<file path="config.mk">
export PLATFORM = sky130hd
export DESIGN_NAME = log_natural_seq
export DESIGN_NICKNAME = d
export VERILOG_FILES = /design/src/rtl/log_natural_seq.sv
export SDC_FILE = /design/constraint.sdc
export NUM_CORES = 1
export LEC_CHECK = 0
export BUFFER_PORTS_ARGS = -buffer_cell sky130_fd_sc_hd__buf_2
export CAP_MARGIN = 20
export CORE_MARGIN = 8
export CORE_UTILIZATION = 64
export CTS_BUF_LIST = sky130_fd_sc_hd__clkbuf_2
export DETAILED_ROUTE_END_ITERATION = 8
export PLACE_DENSITY = 0.83
export SYNTH_ARGS = -nofsm -noshare
export SYNTH_HDL_FRONTEND = slang
export SYNTH_SLANG_ARGS = --single-unit
export TNS_END_PERCENT = 10
</file>
<file path="constraint.sdc">
create_clock -name clk -period 7.4 [get_ports clk]
set_input_delay 0 -clock clk [delete_from_list [all_inputs] [get_ports clk]]
set_output_delay 0 -clock clk [all_outputs]
set_load 0.05 [all_outputs]
</file>
<file path="src/rtl/log_natural_seq.sv">
// -----------------------------------------------------------------------------
// log_natural_seq
//   Sequential natural logarithm of an unsigned Q8.8 operand.
//   The operand is normalised to a Q1.15 mantissa m in [1,2) and an exponent
//   k = p - 8, where p is the leading-one index. ln(m) is then built one term
//   per clock by greedy shift-add multiplicative normalisation: whenever
//   prod * (1 + 2^-i) still fits under m, the factor is taken and
//   ln(1 + 2^-i) is added to the accumulator. The result is
//   k * ln2 + acc as a signed Q15.16 value.
//
// Ports
//   clk        rising-edge clock
//   rst        asynchronous active-high reset
//   in_valid   operand x valid
//   in_ready   operand can be accepted (high only when idle)
//   x          unsigned Q8.8 operand
//   out_valid  result/err valid, held until out_ready
//   out_ready  consumer accepts the result
//   result     signed Q15.16 ln(x)
//   err        operand was zero (result forced to 0)
// -----------------------------------------------------------------------------
module log_natural_seq #(
    parameter int ITER    = 15,
    parameter int LN2_Q16 = 45426
) (
    input  logic        clk,
    input  logic        rst,
    input  logic        in_valid,
    output logic        in_ready,
    input  logic [15:0] x,
    output logic        out_valid,
    input  logic        out_ready,
    output logic [31:0] result,
    output logic        err
);

    typedef enum logic [2:0] {
        IDLE    = 3'd0,
        NORM    = 3'd1,
        ITERATE = 3'd2,
        SUM     = 3'd3,
        DONE    = 3'd4
    } state_t;

    localparam logic [3:0]         ITER_C = 4'(ITER);
    localparam logic signed [31:0] LN2_C  = 32'(LN2_Q16);

    // round(ln(1 + 2^-i) * 2^16) for i = 1..15
    function automatic logic [15:0] ln_tab(input logic [3:0] idx);
        logic [15:0] val;
        case (idx)
            4'd1:    val = 16'd26573;
            4'd2:    val = 16'd14624;
            4'd3:    val = 16'd7719;
            4'd4:    val = 16'd3973;
            4'd5:    val = 16'd2017;
            4'd6:    val = 16'd1016;
            4'd7:    val = 16'd510;
            4'd8:    val = 16'd256;
            4'd9:    val = 16'd128;
            4'd10:   val = 16'd64;
            4'd11:   val = 16'd32;
            4'd12:   val = 16'd16;
            4'd13:   val = 16'd8;
            4'd14:   val = 16'd4;
            4'd15:   val = 16'd2;
            default: val = 16'd0;
        endcase
        return val;
    endfunction

    state_t             state_r;
    state_t             state_nxt_s;
    logic [15:0]        x_r;
    logic [15:0]        m_r;
    logic signed [4:0]  k_r;
    logic [15:0]        prod_r;
    logic [15:0]        acc_r;
    logic [3:0]         i_r;
    logic [31:0]        result_r;
    logic               err_r;
    logic               in_ready_r;
    logic               out_valid_r;

    logic               accept_s;
    logic [3:0]         lead_s;
    logic [15:0]        m_s;
    logic signed [4:0]  k_s;
    logic [15:0]        shifted_s;
    logic [16:0]        cand_s;
    logic               take_s;
    logic signed [31:0] k_ext_s;
    logic signed [31:0] sum_s;

    assign accept_s = in_valid && in_ready_r;

    // Leading-one detection, normalisation and the shift-add candidate
    always_comb begin
        lead_s = 4'd0;
        for (int b = 0; b < 16; b++) begin
            lead_s = x_r[b] ? b[3:0] : lead_s;
        end
        m_s       = x_r << (4'd15 - lead_s);
        k_s       = $signed({1'b0, lead_s}) - 5'sd8;
        shifted_s = prod_r >> i_r;
        cand_s    = {1'b0, prod_r} + {1'b0, shifted_s};
        take_s    = (cand_s <= {1'b0, m_r});
        k_ext_s   = {{27{k_r[4]}}, k_r};
        sum_s     = (k_ext_s * LN2_C) + $signed({16'd0, acc_r});
    end

    // Next-state logic
    always_comb begin
        state_nxt_s = state_r;
        case (state_r)
            IDLE: begin
                if (accept_s) begin
                    state_nxt_s = NORM;
                end else begin
                    state_nxt_s = IDLE;
                end
            end
            // A zero operand skips the iterations but still spends the SUM
            // slot, so its result appears two clocks after the accept.
            NORM: begin
                if (x_r == 16'd0) begin
                    state_nxt_s = SUM;
                end else begin
                    state_nxt_s = ITERATE;
                end
            end
            ITERATE: begin
                if (i_r == ITER_C) begin
                    state_nxt_s = SUM;
                end else begin
                    state_nxt_s = ITERATE;
                end
            end
            SUM: begin
                state_nxt_s = DONE;
            end
            DONE: begin
                if (out_ready) begin
                    state_nxt_s = IDLE;
                end else begin
                    state_nxt_s = DONE;
                end
            end
            default: begin
                state_nxt_s = IDLE;
            end
        endcase
    end

    // State register and registered handshake flags
    always_ff @(posedge clk or posedge rst) begin
        if (rst) begin
            state_r     <= IDLE;
            in_ready_r  <= 1'b1;
            out_valid_r <= 1'b0;
        end else begin
            state_r     <= state_nxt_s;
            in_ready_r  <= (state_nxt_s == IDLE);
            out_valid_r <= (state_nxt_s == DONE);
        end
    end

    // Datapath: operand latch, normalisation, iteration and final sum
    always_ff @(posedge clk or posedge rst) begin
        if (rst) begin
            x_r      <= 16'd0;
            m_r      <= 16'd0;
            k_r      <= 5'sd0;
            prod_r   <= 16'd0;
            acc_r    <= 16'd0;
            i_r      <= 4'd0;
            result_r <= 32'd0;
            err_r    <= 1'b0;
        end else begin
            case (state_r)
                IDLE: begin
                    if (accept_s) begin
                        x_r <= x;
                    end
                end
                NORM: begin
                    m_r    <= m_s;
                    k_r    <= k_s;
                    prod_r <= 16'h8000;
                    acc_r  <= 16'd0;
                    i_r    <= 4'd1;
                    if (x_r == 16'd0) begin
                        err_r    <= 1'b1;
                        result_r <= 32'd0;
                    end else begin
                        err_r    <= 1'b0;
                    end
                end
                ITERATE: begin
                    if (take_s) begin
                        prod_r <= cand_s[15:0];
                        acc_r  <= acc_r + ln_tab(i_r);
                    end
                    i_r <= i_r + 4'd1;
                end
                SUM: begin
                    if (err_r) begin
                        result_r <= 32'd0;
                    end else begin
                        result_r <= sum_s;
                        err_r    <= 1'b0;
                    end
                end
                default: begin
                    // DONE holds result and err stable
                end
            endcase
        end
    end

    assign in_ready  = in_ready_r;
    assign out_valid = out_valid_r;
    assign result    = result_r;
    assign err       = err_r;

endmodule

</file>
==> impl_metrics.yaml <==
status:
  status: "finished clean"
floorplan:
  start_util_pct: 65.59
  die_y_um: 132.7
  fp-row-count: 42
  ios: 55
  die_area_sq_mm: 0.01762
  coreArea_sq_mm: 0.01330
  die_x_um: 132.7
timing:
  setup_viol: 0
  fin_skew_ns: 0.06450
  drv_slew: 0
  period_share_pct: 83.57
  hold_viol_final: 0
  fin_ws_ns: 1.216
  tightest_slew_ns: 1.010
  slew_headroom_pct: 32.68
  rsz0062_at_grt: "false"
  fin_crit_ns: 6.184
  max_freq_mhz: 161.7
  tns_ns: 0
clocking:
  cts.clk_slew.worst_paths_ns: 0.36
  clock_insertion_delay_worst_skew_ns: 0.68
  cts-resized-gates: 0
  cts-root-buf: "clkbuf_2"
  cts_made_buffers: 9
  cts-htree-levels: 3
  post_cts_buffers: 0
  cts_tree: "built"
  cts_hold_buf: 38
  cts_buffer_depth: 2
  cts_sinks: 101
yosys:
  ys_warn_count: 0
  synth_ff_type: "dfrtp_1"
  synthCells: 962
  synth-async-reset-ratio_pct: 100.0
  syn_area_per_cell_sq_um: 9.065
  synth_edf_count: 0
  synth_common_cells: "dfrtp_1, ha_1, o21ai_0"
  synth_seq_cells: 101
  yosysTopAreaCell: "dfrtp_1"
  yosysTopAreaCellShare_pct: 28.69
  syn_area_sq_mm: 0.008721
  yosysSeqAreaShare_pct: 29.00
  yosysMostFrequentCell: "dfrtp_1"
  syn_nets: 1084
  synthTopCellsByArea: "dfrtp_1, ha_1, mux2i_1"
  synth_cell_types: 73
drt:
  wirelength_um: 20740
  ant_nets: 0
  vias_per_cell: 6.184
  routedWlPerCell_um: 17.15
  drtIter0Drc: 655
  dr.pass1.iters: 5
  drc_errors: 0
  via_count: 7476
critical_path:
  crit_type: "reg2reg"
  worstPathArrival_ns: 6.77
  path_cells: "inv_1 > nor2_1 > a21oi_1 > o21a_1 > a21oi_1 > ha_1 > a211oi_1 > o21ai_1 > a21o_1 > a221o_1 > a21o_1 > a21oi_1 > xnor2_1 > ha_1 > a22o_1 > nor4_1 > o211ai_1 > o211ai_1 > o2111ai_4 > buf_4 > a311oi_2 > xnor2_1 > nor2_1"
  critPathCaptureType: "flip-flop"
  cpMaxStageDelayCell: "dfrtp_1"
  cp-start-kind: "flip-flop"
  worst_path_dominant_cell_family: "compound AO/OA/AOI/OAI gates"
  cp_num_buf_inv: 2
  cp_max_fo: 38
  required_ns: 7.99
  cpPeakStageDelay_ns: 1.02
  worst_path_most_repeated_cell: "a21oi_1"
grt:
  grt_pass1_vias: 7146
  grt_pass1_wl_um: 34880
  antenna_found_initial: 1
  gr-total-overflow: 0
  grt_util_all_layers_pct: 23.75
  grt_max_degree: 66
finish:
  drive_above_1_share_pct: 13.18
  synthToLayoutAreaGrowth_pct: 9.957
  nNetsFinal: 1149
placement:
  place.detailed.hpwl_um: 14990
  gp_congestion: 0.9504
  dp_slack_ns: 1.262
  portBuffers: 54
worst_hold_path:
  hp-class: "in2reg"
flow_run:
  maxCapViolCount: 0
layout by cell type (no fill, tap or decap), drive strengths merged, types with 6 or more instances in the layout:
cell and n:
a211oi 20, a21o 15, a21oi 44, a22o 21
a22oi 7, and2 17, buf 63, clkbuf 9
dfrtp 100, dlygate4sd3 38, fa 7, ha 95
inv 52, mux2 29, mux2i 38, mux4 6
nand2 63, nand2b 11, nand3 38, nand4 10
nor2 66, nor2b 17, nor3 24, nor4 6
o211ai 8, o21a 15, o21ai 72, o21bai 6
o22ai 11, o31ai 10, xnor2 32, xor2 19
worst reg2reg max path, delay by kind of cell, from the launching register on:
kind / cells / cell delay, ns
AOI/OAI and AO/OA: 14 / 3.15
xor gates and xnor gates: 2 / 0.26
adders and majority gates: 2 / 0.51
buffers and inverters: 2 / 0.71
DFF: 1 / 1.02
and+or+nand+nor: 3 / 0.48
layout make-up:
class                   instances  area, sq um
clock buffers                   9        45.04
repair buffers                101        721.9
well taps                     176        220.2
diodes                          1        2.502
clock inverters                 7        93.84
inverters                      49        186.4
multi-input cells             765         5791
flip-flops and latches        101         2529
fillers                       980         3706
worst paths after layout:
path	startpoint	endpoint	slack, ns	cells past startpoint
min	out_ready	out_valid	0.06	4
min in group asynchronous	rst	out_valid	0.40	4
max in group asynchronous	rst	acc_r[2]	5.75	5
min reg2reg	result[21]	result[21]	0.52	2
max reg2reg	i_r[0]	acc_r[15]	1.22	23
max	i_r[0]	acc_r[15]	1.22	23
metal layers:
metal  track usage, %  vias to the layer above  routed length, um
met5                0                        -                  0
met4            7.760                        0                539
met3            5.602                       51               1366
met2            40.39                      286              10130
met1            29.01                     3477               8698
li1                 -                     3662                  -
per-stage QoR:
stage	hold WS, ns	utilization (%)	area [sq um]	instances
floorplan	0.1168	-	8721	962
global placement	0.04043	68.12	9056	1153
detailed placement	0.04264	68.12	9056	1153
CTS	0.06384	72.02	9575	1207
global route	0.000003220	72.13	9589	1209
finish	0.05939	72.13	9589	1209
cells by family (layout without fill, tap and decap cells):
kind of cell,after synthesis,in the layout,synth area share (%)
xor gates and xnor gates,51,51,5.122
adders and majority gates,102,102,15.24
DFF,101,101,29.00
other,0,1,0
and+or+nand+nor,272,272,15.15
muxes,73,73,9.656
AOI/OAI and AO/OA,267,267,20.99
buffers and inverters,96,166,4.849
flip-flops by register name, indices dropped and copies added, names as in the netlist:
register,cells
err,1
i_r,4
state_r,3
out_valid,1
x_r,16
in_ready,1
prod_r,16
k_r,4
result,23
acc_r,16
m_r,16
Power is left out: the tool's default activity adds up to more than one toggle a clock period on the data nets, which glitch-free logic cannot reach.
